[src/rtl/lever_frame_decoder.sv]
// UART byte-stream to FD lever decoder: assembles HEADER-led frames into two signed
// 16-bit lever values. Optional trailing XOR checksum byte enabled by LEVER_CHECKSUM_EN.
module lever_frame_decoder #(
  parameter logic [7:0] HEADER      = 8'hA5,
  parameter int         TIMEOUT_CYC = 50_000,
  parameter int         TO_W        = 16
) (
  input  logic        clock,
  input  logic        reset,
  input  logic [7:0]  rx_data,
  input  logic        rx_valid,
  output logic [15:0] al1Bits,
  output logic [15:0] al2Bits,
  output logic        frame_ok,
  output logic        crc_err,
  output logic        timeout,
  output logic [7:0]  frame_cnt,
  output logic [3:0]  db_estado
);

  localparam logic [2:0] S_IDLE  = 3'd0;
  localparam logic [2:0] S_AL1_H = 3'd1;
  localparam logic [2:0] S_AL1_L = 3'd2;
  localparam logic [2:0] S_AL2_H = 3'd3;
  localparam logic [2:0] S_AL2_L = 3'd4;
`ifdef LEVER_CHECKSUM_EN
  localparam logic [2:0] S_CHK   = 3'd5;
`endif

  localparam logic [TO_W-1:0] TO_LAST = TO_W'(TIMEOUT_CYC - 1);

  logic [2:0]      state_q, state_d;
  logic [15:0]     al1_sh_q, al1_sh_d;
  logic [7:0]      al2_hi_q, al2_hi_d;
  logic [TO_W-1:0] to_cnt_q, to_cnt_d;
  logic [15:0]     al1_q, al1_d;
  logic [15:0]     al2_q, al2_d;
  logic [7:0]      cnt_q, cnt_d;
  logic            frame_ok_q, frame_ok_d;
  logic            timeout_q, timeout_d;
`ifdef LEVER_CHECKSUM_EN
  logic [7:0]      al2_lo_q, al2_lo_d;
  logic [7:0]      xor_q, xor_d;
  logic            crc_err_q, crc_err_d;
`endif

  always_comb begin
    state_d    = state_q;
    al1_sh_d   = al1_sh_q;
    al2_hi_d   = al2_hi_q;
    to_cnt_d   = to_cnt_q;
    al1_d      = al1_q;
    al2_d      = al2_q;
    cnt_d      = cnt_q;
    frame_ok_d = 1'b0;
    timeout_d  = 1'b0;
`ifdef LEVER_CHECKSUM_EN
    al2_lo_d   = al2_lo_q;
    xor_d      = xor_q;
    crc_err_d  = 1'b0;
`endif

    if (state_q == S_IDLE) begin
      to_cnt_d = '0;
      if (rx_valid && (rx_data == HEADER)) begin
        state_d = S_AL1_H;
`ifdef LEVER_CHECKSUM_EN
        xor_d   = 8'h00;
`endif
      end
    end else if (rx_valid) begin
      // An accepted byte always wins over an expiring timeout in the same cycle.
      to_cnt_d = '0;
`ifdef LEVER_CHECKSUM_EN
      xor_d    = xor_q ^ rx_data;
`endif
      case (state_q)
        S_AL1_H: begin
          al1_sh_d[15:8] = rx_data;
          state_d        = S_AL1_L;
        end
        S_AL1_L: begin
          al1_sh_d[7:0] = rx_data;
          state_d       = S_AL2_H;
        end
        S_AL2_H: begin
          al2_hi_d = rx_data;
          state_d  = S_AL2_L;
        end
        S_AL2_L: begin
`ifdef LEVER_CHECKSUM_EN
          al2_lo_d = rx_data;
          state_d  = S_CHK;
`else
          al1_d      = al1_sh_q;
          al2_d      = {al2_hi_q, rx_data};
          cnt_d      = cnt_q + 8'd1;
          frame_ok_d = 1'b1;
          state_d    = S_IDLE;
`endif
        end
`ifdef LEVER_CHECKSUM_EN
        S_CHK: begin
          if (rx_data == xor_q) begin
            al1_d      = al1_sh_q;
            al2_d      = {al2_hi_q, al2_lo_q};
            cnt_d      = cnt_q + 8'd1;
            frame_ok_d = 1'b1;
          end else begin
            crc_err_d = 1'b1;
          end
          state_d = S_IDLE;
        end
`endif
        default: state_d = S_IDLE;
      endcase
    end else if (to_cnt_q == TO_LAST) begin
      state_d   = S_IDLE;
      timeout_d = 1'b1;
      to_cnt_d  = '0;
    end else begin
      to_cnt_d = to_cnt_q + 1'b1;
    end
  end

  always_ff @(posedge clock or negedge reset) begin
    if (!reset) begin
      state_q    <= S_IDLE;
      al1_sh_q   <= '0;
      al2_hi_q   <= '0;
      to_cnt_q   <= '0;
      al1_q      <= '0;
      al2_q      <= '0;
      cnt_q      <= '0;
      frame_ok_q <= 1'b0;
      timeout_q  <= 1'b0;
    end else begin
      state_q    <= state_d;
      al1_sh_q   <= al1_sh_d;
      al2_hi_q   <= al2_hi_d;
      to_cnt_q   <= to_cnt_d;
      al1_q      <= al1_d;
      al2_q      <= al2_d;
      cnt_q      <= cnt_d;
      frame_ok_q <= frame_ok_d;
      timeout_q  <= timeout_d;
    end
  end

`ifdef LEVER_CHECKSUM_EN
  always_ff @(posedge clock or negedge reset) begin
    if (!reset) begin
      al2_lo_q  <= '0;
      xor_q     <= '0;
      crc_err_q <= 1'b0;
    end else begin
      al2_lo_q  <= al2_lo_d;
      xor_q     <= xor_d;
      crc_err_q <= crc_err_d;
    end
  end

  assign crc_err = crc_err_q;
`else
  assign crc_err = 1'b0;
`endif

  assign al1Bits   = al1_q;
  assign al2Bits   = al2_q;
  assign frame_ok  = frame_ok_q;
  assign timeout   = timeout_q;
  assign frame_cnt = cnt_q;
  assign db_estado = {1'b0, state_q};

endmodule
[config.mk]
export PLATFORM = sky130hd
export DESIGN_NAME = lever_frame_decoder
export DESIGN_NICKNAME = d
export VERILOG_FILES = /design/src/rtl/lever_frame_decoder.sv
export SDC_FILE = /design/constraint.sdc
export NUM_CORES = 1
export LEC_CHECK = 0
export ABC_AREA = 1
export CAP_MARGIN = 20
export CORE_ASPECT_RATIO = 0.5
export CORE_MARGIN = 2
export CORE_UTILIZATION = 45
export DETAILED_ROUTE_END_ITERATION = 8
export GPL_TIMING_DRIVEN = 0
export PLACE_DENSITY = 0.69
export SETUP_SLACK_MARGIN = 0.5
export SLEW_MARGIN = 20
export SYNTH_ARGS = -nofsm -noshare
export SYNTH_HDL_FRONTEND = slang
export SYNTH_SLANG_ARGS = --single-unit
[constraint.sdc]
create_clock -name clock -period 4.1 [get_ports clock]
set_input_delay 0.615 -clock clock [delete_from_list [all_inputs] [get_ports clock]]
set_output_delay 0.615 -clock clock [all_outputs]
set_load 0.05 [all_outputs]
==> out/qor.yml <==
tightest_slew_ns: 0.521
area_growth_pct: 27.8
start_util: 0.463
synth_top_cell_area_share: 0.576
nNetsFinal: 511
worst-path-buf-inv: 1
worstSetupEndpointType: "primary output"
cts_buffers: 9
synth-seq-cells: 85
placed_cell_area_um2: 4410
dr.first_iter.drc_count: 203
syn_inst: 430
core-area_um2: 7970
drive_gt1_frac: 0.0815
postCtsHoldBufs: 0
synth-warning-count: 0
slew_headroom: 0.652
period_share: 0.551
crit_family: "buffers and inverters"
drc: 0
crit_cells: 1
utilization: 0.592
ys_types: 29
cts_sinks: 85
grt_pass1_wl_um: 13600
routed_wl_um: 8020
hold_path.class: "input port to asynchronous set/reset pin"
num_antenna_cells: 0
nFillCells: 732
peakVddDrop_mv: 0.266
slew_viol_final: 0
synth_area_leader_cell: "dfrtp_1"
rsz0062_at_grt: "no"
cts-root-buf: "clkbuf_16"
die_w_um: 132
critPathMaxFanout: 6
outcome: "completed"
reg2regPathDepth: 4
clk-insertion-delay-late_ns: 0.34
crit_type: "flop to primary output"
antenna_found_initial: 0
grt_pass1_vias: 2779
dieArea_um2: 8980
cp_cell_sequence: "clkdlybuf4s50_1"
required_ns: 3.48
wire_per_inst_um: 13.0
io_buffer_count: 55
gp_congestion: 0.894
ys_seq_area_frac: 0.576
drtPass1Iterations: 5
cts_buffer_depth: 2
die_h_um: 68.0
routed_via_density: 4.79
slowest_delay_ns: 0.84
hpwl_um: 5790
achievable-frequency_mhz: 442
finalClockSkew_ns: 0.00589
row_count: 23
synth_area_leaders: "dfrtp_1 58%, nand2_1 15%, o21ai_0 4.9%"
hold_violations: 0
syn_area_um2: 3690
cts_resized: 0
period_needed_ns: 2.26
leakage_nw: 2.28
grt_overflow: 0
post_cts_buffers: 0
io_pins: 58
cts_tree: "yes"
avgSynthCellArea_um2: 8.58
clkTransAtPathRegs_ns: 0.06
start_kind: "flop"
crit_path_top_delay_cell: "clkdlybuf4s50_1"
grtUsageTotal: 0.200
cts_max_level: 3
antenna_left: 0
postLayoutCellArea_um2: 4720
route.vias.total: 2943
p_per_area_nw_per_um2: 727
cp_data_arrival_time_ns: 1.65
drv_cap: 0
grt_max_degree: 58
setup-violations-final: 0
## cell families (layout without fill, tap and decap cells)
logic type	count (synthesis)	after routing	share of synthesized area
AOI/OAI and AO/OA	42	42	0.0580
xor gates and xnor gates	7	7	0.0166
adders and majority gates	2	2	0.00678
buffers and inverters	55	127	0.0668
DFF	85	85	0.576
other	1	2	0.00102
and+or+nand+nor	238	238	0.274
## synth_stat cells
cell type and n:
a21oi_1 1, nand2_1 149, nor2_1 48, o21ai_0 36, clkbuf_2 1, nand3b_1 1, ha_1 2, xor2_1 5
buf_2 4, inv_1 42, nand3_1 19, a31oi_1 1, xnor2_1 2, buf_4 3, dfrtp_1 85, o21ai_1 3
inv_2 1, nor2_4 2, o21bai_1 1, clkbuf_1 1, nand3_2 1, conb_1 1, and3_1 1, nor3_2 5
nand4_1 6, buf_6 3, nand2_2 2, nor3_1 3, nor3_4 1
## layout by cell type (no fill, tap or decap), drive strengths merged
master,count
clkbuf,11
xor2,5
o21bai,1
and3,1
a31oi,1
inv,46
clkdlybuf4s50,54
nand2,151
nand3,20
nand3b,1
xnor2,2
conb,2
bufinv,1
nor2,50
o21ai,39
dfrtp,85
ha,2
buf,12
nand4,6
a21oi,1
nor3,9
clkinv,3
## final cells by class
type	count	area [um^2]	share of cell area
clock inverter	7	81.3	0.0172
clock buffer	9	225	0.0478
timing repair buffer	56	576	0.122
multi-input combinational	291	1320	0.280
buffer	12	85.1	0.0180
tap	112	140	0.0297
sequential	85	2130	0.451
inverter	43	161	0.0342
## metrics by stage
| step | std cells | setup TNS [ns] | total power [mW] | hold slack (ns) | worst slack, ns |
|---|---|---|---|---|---|
| final | 615 | 0 | 3.43 | 0.203 | 1.84 |
| after detailed placement | 599 | 0 | 2.62 | 0.452 | 1.82 |
| after CTS | 615 | 0 | 3.46 | 0.208 | 1.82 |
| after global placement | 598 | -51.07 | 2.59 | 0.449 | -0.609 |
| after global routing | 615 | 0 | 3.63 | 0.229 | 1.78 |
| after floorplan | 431 | 0 | 2.16 | 0.319 | 2.45 |
## routing by layer
metal	track usage	wire (um)
met5	0	0
met2	0.332	3820
met3	0.0644	409
met4	0.0611	74
met1	0.257	3720
## worst paths after layout
kind                                   from            to  slack, ns
worst max-delay path             state_q[1]  db_estado[1]       1.84
min in group clock              to_cnt_q[0]   to_cnt_q[0]       0.46
worst min register to register  to_cnt_q[0]   to_cnt_q[0]       0.46
max in group asynchronous             reset    al1Bits[1]       3.30
worst min-delay path                  reset   to_cnt_q[2]       0.20
worst max register to register   state_q[2]   al2_hi_q[0]       2.51
## power by group
part	switching, mW	internal [mW]	leakage [nW]
clock	0.357	0.482	0.152
sequential	0.167	1.11	1.12
combinational	0.888	0.430	1.01
total	1.41	2.02	2.28
## state kept, by name, summed over array words and instances, names as in the netlist
signal / cells
state_q: 3
al2Bits: 16
al1_sh_q: 16
frame_ok: 1
al1Bits: 16
timeout: 1
al2_hi_q: 8
to_cnt_q: 16
frame_cnt: 8
(Power assumes the default switching activity.)
